<file path="src/rtl/ppu_pkg.sv">
// Shared PPU definitions: sequencer state encoding, default screen/tile geometry, handshake arm delay.
// Latency: none (package).
// Backpressure: none (package).
package ppu_pkg;

    typedef enum logic [2:0] {
        ST_IDLE      = 3'd0,
        ST_COLOR     = 3'd1,
        ST_SPRITE    = 3'd2,
        ST_TILE_GO   = 3'd3,
        ST_TILE_WAIT = 3'd4,
        ST_VBL_WAIT  = 3'd5
    } seq_state_e;

    localparam int DEF_SCREEN_W = 256;
    localparam int DEF_SCREEN_H = 240;
    localparam int DEF_TILE_W   = 8;

    // Cycles after a start pulse during which the matching busy is ignored,
    // giving the sub-FSM time to raise it.
    localparam int ARM_DLY = 2;
    localparam int ARM_W   = 2;

endpackage

</file>
<file path="src/rtl/ppu_busy_watchdog.sv">
// Busy watchdog: counts cycles spent waiting on a sub-FSM and flags expiry at TIMEOUT_CYC.
// Latency: expire_o is combinational from the count; it asserts in the TIMEOUT_CYC-th wait cycle.
// Backpressure: none; clr_i (a start pulse) restarts the count, run_i holds it counting.
module ppu_busy_watchdog #(
    parameter int TIMEOUT_CYC = 4096
) (
    input  logic clk,
    input  logic rst,
    input  logic clr_i,
    input  logic run_i,
    output logic expire_o
);

    localparam int CNT_W = $clog2(TIMEOUT_CYC + 1);

    logic [CNT_W-1:0] cnt_q;

    // The start-pulse cycle is itself the first wait cycle, hence the load of 1.
    always_ff @(posedge clk or negedge rst) begin
        if (!rst) begin
            cnt_q <= '0;
        end else if (clr_i) begin
            cnt_q <= CNT_W'(1);
        end else if (run_i && !expire_o) begin
            cnt_q <= cnt_q + CNT_W'(1);
        end
    end

    assign expire_o = run_i && !clr_i && (cnt_q >= CNT_W'(TIMEOUT_CYC - 1));

endmodule

</file>
<file path="src/rtl/ppu_frame_sequencer.sv">
// Frame-render sequencer: walks rows/tiles, drives colour/sprite/tile start-busy handshakes, vblank/NMI, frame count.
// Latency: all outputs registered; per tile 2 cycles beyond tile_busy, 2 per row transition.
// Backpressure: each step waits for its sub-FSM busy to drop; a busy held TIMEOUT_CYC cycles abandons the frame.
module ppu_frame_sequencer
    import ppu_pkg::*;
#(
    parameter int SCREEN_W      = DEF_SCREEN_W,
    parameter int SCREEN_H      = DEF_SCREEN_H,
    parameter int TILE_W        = DEF_TILE_W,
    parameter int COL_W         = 10,
    parameter int ROW_W         = 9,
    parameter int COLOR_PER_ROW = 1,
    parameter int TIMEOUT_CYC   = 4096
) (
    input  logic             clk,
    input  logic             rst,
    input  logic             vga_done_i,
    input  logic             render_en_i,
    input  logic             nmi_en_i,
    input  logic [2:0]       fine_x_i,
    input  logic             status_read_i,
    output logic             color_start_o,
    input  logic             color_busy_i,
    output logic             sprite_start_o,
    input  logic             sprite_busy_i,
    output logic             tile_start_o,
    input  logic             tile_busy_i,
    output logic [ROW_W-1:0] pixel_row_o,
    output logic [COL_W-1:0] pixel_col_o,
    output logic             vblank_o,
    output logic             nmi_o,
    output logic [7:0]       frame_count_o,
    output logic             timeout_err_o
);

    localparam logic [COL_W-1:0] LAST_COL = COL_W'(SCREEN_W - TILE_W);
    localparam logic [ROW_W-1:0] LAST_ROW = ROW_W'(SCREEN_H - 1);

    seq_state_e       state_q;
    logic [ARM_W-1:0] arm_q;
    logic [ROW_W-1:0] row_q;
    logic [COL_W-1:0] col_q;
    logic             vblank_q;
    logic             nmi_q;
    logic [7:0]       frame_cnt_q;
    logic             timeout_q;
    logic             color_start_q;
    logic             sprite_start_q;
    logic             tile_start_q;

    logic [COL_W-1:0] col_first_d;
    logic [COL_W-1:0] col_step_d;
    logic [ROW_W-1:0] row_step_d;
    logic             col_at_last;
    logic             row_at_last;
    logic             waiting;
    logic             busy_sel;
    logic             wait_done;
    logic             wd_expire;

    // A row starts at -fine_x so the scrolled-in partial tile is rendered first.
    assign col_first_d = COL_W'(0) - COL_W'(fine_x_i);
    assign col_step_d  = col_q + COL_W'(TILE_W);
    assign row_step_d  = row_q + ROW_W'(1);
    assign col_at_last = ($signed(col_q) >= $signed(LAST_COL));
    assign row_at_last = (row_q >= LAST_ROW);

    assign waiting = (state_q == ST_COLOR) || (state_q == ST_SPRITE) ||
                     (state_q == ST_TILE_GO) || (state_q == ST_TILE_WAIT);

    // Pick the busy line belonging to the sub-FSM the current state waits on.
    always_comb begin
        busy_sel = 1'b0;
        case (state_q)
            ST_COLOR:     busy_sel = color_busy_i;
            ST_SPRITE:    busy_sel = sprite_busy_i;
            ST_TILE_WAIT: busy_sel = tile_busy_i;
            default:      busy_sel = 1'b0;
        endcase
    end

    assign wait_done = (arm_q == '0) && !busy_sel;

    ppu_busy_watchdog #(
        .TIMEOUT_CYC (TIMEOUT_CYC)
    ) u_watchdog (
        .clk      (clk),
        .rst      (rst),
        .clr_i    (color_start_q | sprite_start_q | tile_start_q),
        .run_i    (waiting),
        .expire_o (wd_expire)
    );

    // Sequencer FSM with row/column walk, start pulses, vblank/NMI and frame counting.
    always_ff @(posedge clk or negedge rst) begin
        if (!rst) begin
            state_q        <= ST_IDLE;
            arm_q          <= '0;
            row_q          <= '0;
            col_q          <= '0;
            vblank_q       <= 1'b0;
            nmi_q          <= 1'b0;
            frame_cnt_q    <= '0;
            timeout_q      <= 1'b0;
            color_start_q  <= 1'b0;
            sprite_start_q <= 1'b0;
            tile_start_q   <= 1'b0;
        end else begin
            color_start_q  <= 1'b0;
            sprite_start_q <= 1'b0;
            tile_start_q   <= 1'b0;
            nmi_q          <= 1'b0;
            if (arm_q != '0) begin
                arm_q <= arm_q - ARM_W'(1);
            end
            // A CPU status read clears vblank; any set below overrides it.
            if (status_read_i) begin
                vblank_q <= 1'b0;
            end
            if (waiting && wd_expire) begin
                timeout_q <= 1'b1;
                vblank_q  <= 1'b1;
                nmi_q     <= nmi_en_i;
                state_q   <= ST_VBL_WAIT;
            end else begin
                case (state_q)
                    ST_IDLE: begin
                        if (vga_done_i) begin
                            vblank_q <= 1'b0;
                            row_q    <= '0;
                            col_q    <= col_first_d;
                            if (!render_en_i) begin
                                vblank_q <= 1'b1;
                                nmi_q    <= nmi_en_i;
                                state_q  <= ST_VBL_WAIT;
                            end else begin
                                color_start_q <= 1'b1;
                                arm_q         <= ARM_W'(ARM_DLY);
                                state_q       <= ST_COLOR;
                            end
                        end
                    end
                    ST_COLOR: begin
                        if (wait_done) begin
                            sprite_start_q <= 1'b1;
                            arm_q          <= ARM_W'(ARM_DLY);
                            state_q        <= ST_SPRITE;
                        end
                    end
                    ST_SPRITE: begin
                        if (wait_done) begin
                            tile_start_q <= 1'b1;
                            arm_q        <= ARM_W'(ARM_DLY);
                            state_q      <= ST_TILE_GO;
                        end
                    end
                    ST_TILE_GO: begin
                        state_q <= ST_TILE_WAIT;
                    end
                    ST_TILE_WAIT: begin
                        if (wait_done) begin
                            if (!col_at_last) begin
                                col_q        <= col_step_d;
                                tile_start_q <= 1'b1;
                                arm_q        <= ARM_W'(ARM_DLY);
                                state_q      <= ST_TILE_GO;
                            end else if (!row_at_last) begin
                                row_q <= row_step_d;
                                col_q <= col_first_d;
                                arm_q <= ARM_W'(ARM_DLY);
                                if (COLOR_PER_ROW != 0) begin
                                    color_start_q <= 1'b1;
                                    state_q       <= ST_COLOR;
                                end else begin
                                    sprite_start_q <= 1'b1;
                                    state_q        <= ST_SPRITE;
                                end
                            end else begin
                                vblank_q    <= 1'b1;
                                nmi_q       <= nmi_en_i;
                                frame_cnt_q <= frame_cnt_q + 8'd1;
                                state_q     <= ST_VBL_WAIT;
                            end
                        end
                    end
                    ST_VBL_WAIT: begin
                        if (!vga_done_i) begin
                            state_q <= ST_IDLE;
                        end
                    end
                    default: begin
                        state_q <= ST_IDLE;
                    end
                endcase
            end
        end
    end

    assign color_start_o  = color_start_q;
    assign sprite_start_o = sprite_start_q;
    assign tile_start_o   = tile_start_q;
    assign pixel_row_o    = row_q;
    assign pixel_col_o    = col_q;
    assign vblank_o       = vblank_q;
    assign nmi_o          = nmi_q;
    assign frame_count_o  = frame_cnt_q;
    assign timeout_err_o  = timeout_q;

endmodule
</file>
<file path="config.mk">
export PLATFORM = sky130hd
export DESIGN_NAME = ppu_frame_sequencer
export DESIGN_NICKNAME = d
export VERILOG_FILES = /design/src/rtl/ppu_pkg.sv /design/src/rtl/ppu_busy_watchdog.sv /design/src/rtl/ppu_frame_sequencer.sv
export SDC_FILE = /design/constraint.sdc
export NUM_CORES = 1
export LEC_CHECK = 0
export CELL_PAD_IN_SITES_DETAIL_PLACEMENT = 0
export CELL_PAD_IN_SITES_GLOBAL_PLACEMENT = 1
export CORE_MARGIN = 4
export CORE_UTILIZATION = 41
export DETAILED_ROUTE_END_ITERATION = 12
export PLACE_DENSITY = 0.82
export SYNTH_ARGS = -nofsm -noshare
export SYNTH_HDL_FRONTEND = slang
export SYNTH_SLANG_ARGS = --single-unit
</file>
<file path="constraint.sdc">
create_clock -name clk -period 2.5 [get_ports clk]
set_clock_uncertainty 0.15 [all_clocks]
set_input_delay 0.5 -clock clk [delete_from_list [all_inputs] [get_ports clk]]
set_output_delay 0.5 -clock clk [all_outputs]
set_load 0.05 [all_outputs]
</file>
# ---- Word-level counts from Yosys, hierarchy flattened
# Index checks and enable logic that the tools add are counted.
dict set report word_totals {
  elab_cells 121
  regBits 51
  out_inout_bits 33
  input_bits 12
}
dict set report op_classes {
  eq_ne 15
  reduce_logical 21
  mux 61
  addsub 6
  n_lt_le_gt_ge 3
  n_bitwise 3
}
# op n
set op_table {}
lappend op_table {{10-bit 2-to-1 mux} 4}
lappend op_table {{9-bit 2-to-1 mux} 4}
lappend op_table {{3-bit 2-to-1 mux} 9}
lappend op_table {{13-bit 2-to-1 mux} 2}
lappend op_table {{1-bit 2-to-1 mux} 25}
lappend op_table {{10-bit one-hot mux with 2 select lines} 1}
lappend op_table {{3-bit one-hot mux with 6 select lines} 1}
lappend op_table {{9-bit one-hot mux with 2 select lines} 1}
lappend op_table {{2-bit 2-to-1 mux} 8}
lappend op_table {{5-bit AND reduction} 3}
lappend op_table {{13-bit by 1-bit adder with 13-bit output, second input constant} 1}
lappend op_table {{13-bit by 12-bit >= comparator with 1-bit output, second input constant} 1}
lappend op_table {{10-bit by 4-bit adder with 10-bit output, second input constant} 1}
lappend op_table {{10-bit by 9-bit >= comparator with 1-bit output, second input constant} 1}
lappend op_table {{9-bit by 1-bit adder with 9-bit output, second input constant} 1}
lappend op_table {{9-bit by 8-bit >= comparator with 1-bit output, second input constant} 1}
lappend op_table {{3-bit by 2-bit inequality test with 1-bit output, second input constant} 3}
lappend op_table {{3-bit inequality test, second input constant} 3}
lappend op_table {{8-bit by 1-bit adder with 8-bit output, second input constant} 1}
lappend op_table {{2-bit inequality test, second input constant} 4}
lappend op_table {{1-bit one-hot mux with 2 select lines} 4}
lappend op_table {{3-bit by 2-bit == test with 1-bit output, second input constant} 2}
lappend op_table {{3-bit == test, second input constant} 2}
lappend op_table {{2-bit one-hot mux with 3 select lines} 1}
lappend op_table {{14 further kinds} 25}

# ---- Longest topological paths before layout
dict set report logic_depth {
  ltp_word 10
  mapped_depth 9
  mapped_depth_nobuf 7
}

# ---- By module
# From an unflattened synthesis, not the netlist that was laid out.
dict set report unflattened {
  cells_unflattened 310
  area_unflattened_um2 3035.4
}
# mod instances cells_per_inst seq_area_each_um2 area_per_inst_um2
set modules_own_cells {}
lappend modules_own_cells {ppu_frame_sequencer 1 236 950.9 2278.4}
lappend modules_own_cells {ppu_busy_watchdog 1 74 325.3 757.0}

# ---- Least setup slack after synthesis
# No wires, ideal clock.
dict set report synth_timing {
  path_kind {register -> register}
  from {register row_q[0] (netlist: pixel_row_o[0])}
  to {register row_q[4] (netlist: pixel_row_o[4])}
  required_time_ps 2272
  arrival_ps 2374
  path_stages_with_launch 9
  n_path_buf 1
  slack_ps -101
  setup_time_ps 78
  synth_period_minus_slack_ps 2601
  path_cell_list {dfrtp_1 > ha_1 > a21oi_1 > o21bai_1 > a41oi_1 > o21ai_2 > buf_4 > or4_1 > a21oi_1}
}
dict set report synth_between {
  elab_chain_cells 5
  word_cells_on_any_way 8
  classes_between {1 x add/sub; 1 x order compare; 1 x eq/ne; 4 x mux; 1 x reduce/logical}
}
# element line_no
set synth_lines {}
lappend synth_lines {{start: declaration} ppu_frame_sequencer.sv:41} ;# logic [ROW_W-1:0] row_q;
lappend synth_lines {{start signal: assignment} ppu_frame_sequencer.sv:168} ;# row_q <= row_step_d;
lappend synth_lines {{9-bit by 1-bit adder with 9-bit output} ppu_frame_sequencer.sv:64} ;# assign row_step_d = row_q + ROW_W'(1);
lappend synth_lines {{9-bit 2-to-1 mux} ppu_frame_sequencer.sv:167} ;# end else if (!row_at_last) begin
lappend synth_lines {{9-bit 2-to-1 mux} ppu_frame_sequencer.sv:162} ;# if (!col_at_last) begin
lappend synth_lines {{9-bit 2-to-1 mux} ppu_frame_sequencer.sv:161} ;# if (wait_done) begin
lappend synth_lines {{9-bit one-hot mux with 2 select lines} ppu_frame_sequencer.sv:126} ;# case (state_q)
# Several ways; a longest one is shown, not always the timed one. The select of a mux whose other input is x is not followed.
# A chain may end at the register's enable or synchronous reset.

# ---- Worst setup path in the final report
dict set report layout_timing {
  from {register row_q[0] (netlist: pixel_row_o[0])}
  to {register row_q[3] (netlist: pixel_row_o[3])}
}
# The elaborated chain is that of the path after synthesis.

==> qor_table.md <==
| Step | Quantity | Reported |
| --- | --- | --- |
| final layout | Share of cells above drive strength 1 | 15.9% |
| yosys | Post-Synthesis Cell Area | 2830 um^2 |
| setup path | Number of cells traversed by the worst register-to-register path | 7 |
| sta | Slew Viols, Final | 0 |
| cts | CTS tree | yes |
| global route | Met2 routing resource usage after global routing | 26.6% |
| setup path | Launch point of the critical path | pixel_row_o[0]$_DFFE_PN0P_ |
| cts | Sinks on the clock net | 51 |
| setup path | Top cell family by delay on the critical path | compound AO/OA/AOI/OAI gates |
| die | Std-Cell Core Area | 6530 um^2 |
| placed design | Final RePlAce weighted congestion | 0.822 |
| global route | Number of global-route vias before repair | 2342 |
| yosys | Syn_nets | 300 |
| final layout | Core Util, Final | 55.3% |
| cts | Clock tree root driver cell | clkbuf_8 |
| sta | Transition time at the pin with the least slew margin | 0.517 ns |
| placed design | # placed instances | 421 |
| power | VDD IR max | 0.000597 V |
| sta | Maximum achievable frequency | 0.432 GHz |
| sta | Period utilisation layout | 92.6% |
| setup path | Worst setup path endpoint | pixel_row_o[3]$_DFFE_PN0P_ |
| detailed routing | Routed wire length | 6550 um |
| setup path | End of the worst register-to-register path | pixel_row_o[3]$_DFFE_PN0P_ |
| setup path | Slowest cell delay on critical path | 0.50 ns |
| power | Total power | 3760 uW |
| die | Horiz. Die Dim | 91.0 um |
| setup path | Sum of buffers and inverters on the critical path | 0 |
| die | Initial Util | 43.3% |
| detailed routing | Wirelength per Cell | 15.3 um |
| detailed routing | Count of nets left with antenna violations after detail routing | 0 |
| cts | Post-CTS setup-driven buffer insertion count | 0 |
| cts | Count of H-tree levels built during CTS | 2 |
| detailed routing | Number of remaining DRC errors | 0 |
| setup path | Critical path capture point type | flip-flop |
| cts | Later-pin clock latency in the skew report | 0.31 ns |
| final layout | Final non-filler cell total | 429 |
| power | Leakage power | 0.00160 uW |
| sta | Setup Viol. Count Final | 0 |
| setup path | Highest-delay cell along the critical path | or4_1 |
| global route | Wire length of the first global-routing pass | 11400 um |
| setup path | CP arrival | 2.40 ns |
| cts | Number of buffers created by CTS | 5 |
| yosys | Most instantiated flip-flop cell in the synthesis netlist | dfrtp_1 |
| yosys | Synth warn | 0 |
| sta | Final count of hold timing violations | 0 |
| setup path | Launch instance of the worst register-to-register path | pixel_row_o[0]$_DFFE_PN0P_ |
| min path | Class of the tightest hold or removal check | input port to asynchronous set/reset pin |
| final layout | Synth-to-layout area growth | 27.8% |
| yosys | Flip-flop and latch count after synthesis | 51 |
| global route | Largest net degree at the start of global routing | 52 |
| yosys | Synthesized instance count | 283 |
| setup path | Cell breakdown of the critical path | ha_1 > a21oi_1 > o21bai_1 > a41oi_1 > o21ai_2 > or4_1 > a21oi_1 |
| detailed routing | Vias per cell | 5.42 |
| global route | Most heavily used metal layer in global routing | met2 |
| sta | RSZ-0062 raised after global routing | false |
| placed design | Worst-case setup slack after placement | 0.0656 ns |
| setup path | Cell mode on critical path | a21oi_1 |
| global route | Combined global-route utilization of all metal layers | 16.7% |
| power | Power density of the placed cells | 1040 nW/um^2 |
| global route | Global route overflow | 0 |
| cts | Maximum number of buffers from clock root to sink | 2 |
| die | Core Rows | 29 |
| sta | Worst max-slew margin expressed relative to the limit | 65.4% |
| setup path | Setup CP Type | flip-flop to flip-flop |
| setup path | Number of logic stages on the critical path including buffering | 7 |
| final layout | # diodes | 0 |
| yosys | Number of distinct library cells after synthesis | 63 |
| die | Overall die area | 8290 um^2 |
| final layout | Number of nets in the layout | 368 |
| cts | Clock slew at the register clock pins of the worst setup and hold paths | 0.10 ns |
| die | DIE HEIGHT | 91.0 um |
| yosys | Sequential fraction of the synthesis area | 45.2% |
| final layout | Most common cell after layout, fill and taps aside | dfrtp_1 |
| detailed routing | DRT iter0 DRCs | 86 |
| run | Max-cap check violation count | 0 |
| placed design | Port bufs | 44 |
| global route | Initial antenna violation count | 0 |
| setup path | Largest fanout on the critical path | 8 |
| sta | Post-route setup slack | 0.184 ns |
| sta | Crit path time final | 2.32 ns |
| sta | Total Neg Setup Slack | 0 ns |
| global route | Routing usage on met1 | 23.2% |
| yosys | Share of flip-flops with an asynchronous set or reset | 100% |
| setup path | Critical path required time | 2.59 ns |
| run status | Run status | complete, no violations |
| final layout | Most frequent cells in the layout | dfrtp_1, clkdlybuf4s50_1, buf_4, nor2_1, nand2_1 |
| detailed routing | Via count | 2326 |
| placed design | Detailed placement HPWL | 4950 um |
| global route | Global Route met3 Usage | 3.31% |
| die | Io pins | 45 |
| yosys | Average cell area after synthesis | 9.99 um^2 |
| setup path | Flop-to-flop setup slack | 0.18 ns |
| setup path | Startpoint Class | flip-flop |
| detailed routing | Number of optimization iterations in the first detailed-route pass | 4 |
| yosys | Post-synth EDFFs | 0 |
==> worst min-delay path by stage <==
stage,from,to,slack (ns),cells past startpoint
final,rst,timeout_err_o$_DFFE_PN0P_,0.02,2
after global routing,rst,pixel_col_o[0]$_DFFE_PN0P_,0.03,2
after CTS,rst,pixel_col_o[0]$_DFFE_PN0P_,0.02,2
after detailed placement,frame_count_o[7]$_DFFE_PN0P_,frame_count_o[7]$_DFFE_PN0P_,0.32,1
after global placement,timeout_err_o$_DFFE_PN0P_,timeout_err_o$_DFFE_PN0P_,0.30,1
after floorplan,rst,arm_q[0]$_DFF_PN0_,0.05,0
==> stage by stage <==
step                      hold slack (ns)  area (um^2)
final                              0.0181         3610
after CTS                          0.0185         3600
after global placement              0.300         3500
after global routing               0.0336         3610
after floorplan                    0.0544         2830
after detailed placement            0.316         3500
==> what timing repair did <==
| item | 4_1_cts | 5_1_grt |
|---|---|---|
| gates resized for setup | 0 | 2 |
| endpoints found under the setup margin | 0 | 6 |
| hold buffers | 0 | 0 |
==> cell type report <==
class                           instances  area [um^2]
Tap cell                               77         96.3
Inverter                               10         37.5
Timing Repair Buffer                   72          658
Sequential cell                        51         1280
Fill cell                             590         2920
Clock buffer                            6         82.6
Multi-Input combinational cell        211         1440
Clock inverter                          2         16.3
==> synth_stat cells, types with 2 or more instances <==
cell type,count,share of area (%)
nor2_1,26,3.5
nand3_1,7,1.2
a211o_1,2,0.62
o21ai_0,4,0.71
nor3b_1,2,0.53
and2_1,5,1.1
ha_1,5,2.2
or4_1,2,0.53
xor2_1,11,3.4
nor4_2,2,0.89
mux2_1,2,0.80
nand2b_1,5,1.1
dfrtp_1,51,45
mux2i_1,4,1.4
o21ai_1,12,2.1
o31ai_1,6,1.6
o31a_1,3,0.93
nor2_2,2,0.44
a21o_1,2,0.53
nor4b_1,3,0.93
buf_6,4,1.6
nand4_1,8,1.8
o22ai_1,2,0.44
nor4_1,4,0.89
o21ai_2,3,0.93
buf_2,4,0.71
nor2b_1,2,0.44
or3_1,2,0.44
o211ai_1,2,0.53
and3_1,8,1.8
nand2_1,22,2.9
xnor2_1,9,2.8
a31oi_1,4,0.89
nor3_1,8,1.4
inv_1,9,1.2
mux2_2,2,0.80
a211oi_1,2,0.53
a21oi_1,7,1.2
==> routing by layer <==
| layer | part of all wire [%] | vias up |
|---|---|---|
| li1 | - | 1165 |
| met1 | 48 | 1102 |
| met2 | 47 | 50 |
| met3 | 3.7 | 9 |
| met4 | 1.2 | 0 |
| met5 | 0 | - |
==> flip-flops by register name, indices dropped and copies added (netlist names) <==
signal / cells
nmi_o: 1
color_start_o: 1
state_q: 3
sprite_start_o: 1
pixel_row_o: 9
tile_start_o: 1
frame_count_o: 8
u_watchdog.cnt_q: 13
pixel_col_o: 10
vblank_o: 1
timeout_err_o: 1
arm_q: 2
==> logic make-up (layout without fill, tap and decap cells) <==
kind of cell	count (synthesis)	count (layout)	share of synthesized area, %
buf+inv	21	90	4.16
flops	51	51	45.2
fa+ha+maj	5	5	2.21
xor+xnor	20	20	6.20
compound gates	62	62	15.8
simple gates	116	116	23.4
mux	8	8	3.01
==> power breakdown <==
group          switching (uW)  leakage [uW]  internal [uW]  total [uW]
Sequential                169      0.000660           1010        1180
Clock                     281     0.0000474            226         508
Combinational            1250      0.000891            820        2070
No activity file was read; power rests on OpenSTA's default activity.
